**src/rtl/ptw_pkg.sv**
```systemverilog
// Shared types and constants for the Sv32-style page-table walker.
package ptw_pkg;

  typedef enum logic [2:0] {
    IDLE,
    L1_REQ,
    L1_WAIT,
    L2_REQ,
    L2_WAIT,
    RESP
  } state_e;

  localparam int PTE_V = 0;
  localparam int PTE_R = 1;
  localparam int PTE_W = 2;
  localparam int PTE_X = 3;

  localparam int PTE_SIZE_LOG2 = 2;
  localparam int VPN1_W        = 10;
  localparam int VPN0_W        = 10;

  typedef struct packed {
    logic [11:0] ppn1;
    logic [9:0]  ppn0;
    logic [1:0]  rsw;
    logic [7:0]  flags;
  } pte_t;

  // Byte address of a PTE: table base page number plus scaled VPN index.
  function automatic logic [31:0] pte_addr(input logic [19:0] ppn, input logic [VPN0_W-1:0] vpn);
    return {ppn, vpn, {PTE_SIZE_LOG2{1'b0}}};
  endfunction

endpackage

```
**src/rtl/ptw_pte_check.sv**
```systemverilog
// Combinational PTE classifier: flags a PTE as fault, leaf or next-level pointer.
module ptw_pte_check
  import ptw_pkg::*;
(
  input  logic [31:0] pte_i,
  input  logic        level_i,
  output logic        fault_o,
  output logic        is_leaf_o,
  output logic        is_ptr_o,
  output logic [19:0] next_ppn_o
);

  pte_t pte;
  logic v, r, w, x;
  logic malformed;
  logic unused_bits;

  assign pte = pte_t'(pte_i);
  assign v   = pte.flags[PTE_V];
  assign r   = pte.flags[PTE_R];
  assign w   = pte.flags[PTE_W];
  assign x   = pte.flags[PTE_X];

  // Write-only permission is a reserved encoding and faults like an invalid PTE.
  assign malformed  = !v || (!r && w);
  assign is_leaf_o  = !malformed && (r || x);
  assign is_ptr_o   = !malformed && !r && !x && !level_i;
  assign fault_o    = malformed || (level_i && !(r || x));

  // Only 32 bits of physical address exist, so ppn1[11:10] falls off.
  assign next_ppn_o = {pte.ppn1[9:0], pte.ppn0};

  assign unused_bits = ^{pte.ppn1[11:10], pte.rsw, pte.flags[7:4]};

endmodule

```
**src/rtl/ptw.sv**
```systemverilog
// Two-level Sv32-style page-table walker, one walk in flight.
// Define PTW_SUPERPAGE_EN to return valid L1 leaves as 4 MiB superpages.
module ptw
  import ptw_pkg::*;
#(
  parameter logic [19:0] ROOT_PPN = 20'h00010
) (
  input  logic        clk,
  input  logic        rst,
  input  logic        ptw_req_valid_i,
  output logic        ptw_req_ready_o,
  input  logic [31:0] ptw_vaddr_i,
  output logic        ptw_resp_valid_o,
  input  logic        ptw_resp_ready_i,
  output logic [31:0] ptw_pte_o,
  output logic        mem_req_valid_o,
  input  logic        mem_req_ready_i,
  output logic [31:0] mem_addr_o,
  input  logic        mem_resp_valid_i,
  output logic        mem_resp_ready_o,
  input  logic [31:0] mem_data_i
);

  state_e      state_q;
  logic        req_ready_q;
  logic        mem_req_valid_q;
  logic        mem_resp_ready_q;
  logic        resp_valid_q;
  logic [31:0] pte_q;
  logic [31:0] addr_q;
  logic [31:0] vaddr_q;

  logic        chk_fault;
  logic        chk_leaf;
  logic        chk_ptr;
  logic [19:0] chk_next_ppn;
  logic        unused_vaddr;

  ptw_pte_check u_pte_check (
    .pte_i      (mem_data_i),
    .level_i    (state_q == L2_WAIT),
    .fault_o    (chk_fault),
    .is_leaf_o  (chk_leaf),
    .is_ptr_o   (chk_ptr),
    .next_ppn_o (chk_next_ppn)
  );

  // All handshake outputs are registered and change together with the state.
  always_ff @(posedge clk) begin
    if (rst) begin
      state_q          <= IDLE;
      req_ready_q      <= 1'b0;
      mem_req_valid_q  <= 1'b0;
      mem_resp_ready_q <= 1'b0;
      resp_valid_q     <= 1'b0;
      pte_q            <= '0;
      addr_q           <= '0;
      vaddr_q          <= '0;
    end else begin
      case (state_q)
        IDLE: begin
          req_ready_q <= 1'b1;
          if (ptw_req_valid_i && req_ready_q) begin
            vaddr_q         <= ptw_vaddr_i;
            pte_q           <= '0;
            req_ready_q     <= 1'b0;
            mem_req_valid_q <= 1'b1;
            addr_q          <= pte_addr(ROOT_PPN, ptw_vaddr_i[31:22]);
            state_q         <= L1_REQ;
          end
        end
        L1_REQ: begin
          if (mem_req_ready_i) begin
            mem_req_valid_q  <= 1'b0;
            mem_resp_ready_q <= 1'b1;
            state_q          <= L1_WAIT;
          end
        end
        L1_WAIT: begin
          if (mem_resp_valid_i) begin
            mem_resp_ready_q <= 1'b0;
            if (chk_fault) begin
              pte_q        <= '0;
              resp_valid_q <= 1'b1;
              state_q      <= RESP;
            end else if (chk_ptr) begin
              addr_q          <= pte_addr(chk_next_ppn, vaddr_q[21:12]);
              mem_req_valid_q <= 1'b1;
              state_q         <= L2_REQ;
            end else begin
`ifdef PTW_SUPERPAGE_EN
              pte_q <= mem_data_i;
`else
              pte_q <= '0;
`endif
              resp_valid_q <= 1'b1;
              state_q      <= RESP;
            end
          end
        end
        L2_REQ: begin
          if (mem_req_ready_i) begin
            mem_req_valid_q  <= 1'b0;
            mem_resp_ready_q <= 1'b1;
            state_q          <= L2_WAIT;
          end
        end
        L2_WAIT: begin
          if (mem_resp_valid_i) begin
            mem_resp_ready_q <= 1'b0;
            pte_q            <= chk_leaf ? mem_data_i : '0;
            resp_valid_q     <= 1'b1;
            state_q          <= RESP;
          end
        end
        RESP: begin
          if (ptw_resp_ready_i) begin
            resp_valid_q <= 1'b0;
            req_ready_q  <= 1'b1;
            state_q      <= IDLE;
          end
        end
        default: begin
          state_q          <= IDLE;
          req_ready_q      <= 1'b0;
          mem_req_valid_q  <= 1'b0;
          mem_resp_ready_q <= 1'b0;
          resp_valid_q     <= 1'b0;
        end
      endcase
    end
  end

  assign ptw_req_ready_o  = req_ready_q;
  assign ptw_resp_valid_o = resp_valid_q;
  assign ptw_pte_o        = pte_q;
  assign mem_req_valid_o  = mem_req_valid_q;
  assign mem_addr_o       = addr_q;
  assign mem_resp_ready_o = mem_resp_ready_q;

  assign unused_vaddr = ^{vaddr_q[31:22], vaddr_q[11:0]};

endmodule

```
**config.mk**
```make
export PLATFORM = sky130hd
export DESIGN_NAME = ptw
export DESIGN_NICKNAME = d
export VERILOG_FILES = /design/src/rtl/ptw_pkg.sv /design/src/rtl/ptw_pte_check.sv /design/src/rtl/ptw.sv
export SDC_FILE = /design/constraint.sdc
export NUM_CORES = 1
export LEC_CHECK = 0
export ABC_AREA = 1
export CORE_ASPECT_RATIO = 0.75
export CORE_MARGIN = 1.5
export CORE_UTILIZATION = 35
export CTS_CLUSTER_SIZE = 20
export DETAILED_ROUTE_END_ITERATION = 6
export PLACE_DENSITY = 0.66
export SLEW_MARGIN = 30
export SYNTH_ARGS = -nofsm -noshare
export SYNTH_HDL_FRONTEND = slang
export SYNTH_SLANG_ARGS = --single-unit
export TNS_END_PERCENT = 20
```
**constraint.sdc**
```tcl
create_clock -name clk -period 1.7 [get_ports clk]
set_clock_uncertainty 0.15 [all_clocks]
set_input_delay 0.17 -clock clk [delete_from_list [all_inputs] [get_ports clk]]
set_output_delay 0.17 -clock clk [all_outputs]
set_load 0.01 [all_outputs]
```
==> out/qor.csv <==
metric,value,unit
largest net degree at the start of global routing,56,
main area contributors after synthesis,"dfxtp_1 (43%), nand2_1 (13%), a21oi_1 (9.4%)",
Post-synth EDFFs,0,
final setup vio count,0,
Critical Setup Path Class,reg2reg,
Final nets,725,
CP Capture Type,flip-flop,
crit path DAT,1680,ps
clock slew at reported path FFs,60,ps
die height,91.86,µm
port buffer count,123,
slowest cell delay on critical path,430,ps
worst hold-check path type,in2reg,
Synth Cell Area,0.003685,mm²
CTS tree,done,
pwr/cell area,1290,mW/mm²
startpoint type of the worst setup path,flip-flop,
hold path depth,3,
vias in the first global route,3656,
DP Worst Slack,-301.3,ps
drt via density,4.923,
clock buffer depth,2,
RSZ-0062 raised after global routing,yes,
Static Leak,2.089,nW
synth unique cells,21,
vias after detailed routing,3919,
Syn Area/Cell,6.900,µm²
Sink Count,79,
Row Count,32,
XOR/XNOR Fraction of Synth Area,0,%
Critical Path RT,1780,ps
Die Wd,121.5,µm
Synth top cells by count,"nand2_1 (127), dfxtp_1 (79), a21oi_1 (69), nor2_1 (66), nand3_1 (40)",
Core ar.,0.01025,mm²
Most common cell on crit path,nor2_1,
"Hold-fix buffers, CTS",0,
"Slowest-stage cell, CP",dfxtp_2,
post-synthesis mux area share,0,%
antenna-violating nets left,0,
Synth Area in Compound Gates,12.63,%
status,"finished, final reports clean",
Fmax achieved,0.6232,GHz
crit path max fanout,7,
maxcap violations,0,
GR Overflow Total,0,
cell taking the most area after synthesis,dfxtp_1,
Total Power,7.165,mW
GPL Wtd Cong,0.9235,
Tcrit/Tclk final,94.39,%
total die area,0.01116,mm²
Post-CTS Setup Inserts,0,
DRC Markers,0,
fill cell instance count of the final layout,1006,
global-route wire length before repair,17730,µm
Synth Area in Adders,0,%
worst reg2reg path depth,7,
antenna cells,0,
First DRT Iteration DRCs,331,
share of layout cells above drive strength 1,10.61,%
most common cell in the netlist,nand2_1,
Worst-Skew Late Latency,340,ps
1st-pass router iterations,5,
number of warnings issued by yosys,0,
main combinational cell family by area after synthesis,simple AND/OR/NAND/NOR gates,
Max VDD drop,0.7176,mV
async set or reset register ratio after synthesis,0,%
# IOs,138,
post-synthesis simple-gate area fraction,34.74,%
final setup margin,95.41,ps
crit path cell chain,inv_2 -> nor2_1 -> nand2_1 -> o21ai_0 -> inv_1 -> a21oi_1 -> nor2_1,
P&R area growth vs syn,50.70,%
HPWL after detailed placement,7519,µm
initial antenna violation count,0,
Synth top area share,42.92,%
Initial Util,35.95,%
H-tree depth,3,
Root Driver,clkbuf_16,
max-slew violations,0,
Post-Syn Instances,534,
Fin. Hold Viols,0,
sequential fraction of the synthesis area,42.92,%
ys flop type,dfxtp_1,
wire per inst,13.68,µm
synthesized flop and latch total,79,
Routed WL,10890,µm
Tot GR Track Use,19.97,%
crit path time final,1605,ps
CTS Buf Count,9,
## cell families after synthesis
| group | Yosys count |
|---|---|
| simple gates | 282 |
| compound gates | 93 |
| flops | 79 |
| buf+inv | 79 |
| other cells | 1 |
## state kept, by name, summed over array words and instances (netlist names)
signal / cells
ptw_pte_o: 32
mem_addr_o: 30
vaddr_q: 10
state_q: 3
mem_req_valid_o: 1
mem_resp_ready_o: 1
ptw_req_ready_o: 1
ptw_resp_valid_o: 1
## cell usage in the layout, fill, tap and decap left out, types with 3 or more instances in the layout
cell type / instances
inv_1: 33
nand4_1: 35
nand3_2: 5
clkdlybuf4s50_1: 121
buf_4: 15
dfxtp_1: 76
buf_12: 7
nand3_1: 39
inv_2: 4
nor2_2: 3
a21oi_1: 67
clkbuf_16: 9
nor2_1: 64
nor2_4: 6
nand2_1: 127
o21ai_0: 24
## critical path, delay by kind of cell (launching register included)
kind,cells,cell delay (ps)
compound gates,2,250
buf+inv,2,150
flops,1,430
simple gates,3,510
## layer usage
layer | routed length [µm] | global-route usage, %
met1 | 5002 | 26.28
met2 | 4908 | 31.17
met3 | 816 | 6.405
met4 | 161 | 5.980
met5 | 0 | 0
## path summary, 6_finish.rpt
kind	from	endpoint	slack [ps]
worst max-delay path	state_q[0]	mem_req_valid_o	100
worst min-delay path	rst	mem_addr_o[14]	150
worst max register to register	state_q[0]	mem_req_valid_o	100
worst min register to register	vaddr_q[13]	vaddr_q[13]	300
## layout make-up
| class | count | area, µm² | share of cell area (%) |
|---|---|---|---|
| tap | 136 | 170.2 | 3.064 |
| multi-input combinational | 378 | 1792 | 32.27 |
| clock buffer | 11 | 242.7 | 4.371 |
| sequential | 79 | 1588 | 28.59 |
| timing repair buffer | 149 | 1534 | 27.63 |
| clock inverter | 5 | 81.33 | 1.465 |
| inverter | 38 | 145.1 | 2.614 |
## what timing repair did
action / CTS / global route
gates cloned: 0 / 1
endpoints found under the hold margin: 0 / 0
pin swaps: 1 / 4
gates resized for setup: 3 / 16
endpoints found under the setup margin: 4 / 63
## where the power goes
group	total (mW)	internal [mW]	switching, mW
sequential	2.23	2.09	0.138
clock	2.09	1.33	0.761
combinational	2.85	1.23	1.62
total	7.16	4.65	2.52
## through the flow
stage / utilization, % / std cells / setup TNS, ps / area [µm²] / hold slack (ps)
after floorplan: - / 535 / 0 / 3689 / 167.2
after global placement: 50.31 / 779 / -10310 / 5156 / 284.2
after detailed placement: 50.31 / 779 / -13550 / 5156 / 289.2
after CTS: 53.54 / 795 / 0 / 5488 / 157.7
after global routing: 54.17 / 796 / -28.77 / 5553 / 164.5
final: 54.17 / 796 / 0 / 5553 / 150.2
Note: power is estimated with default switching activity, not from simulation.
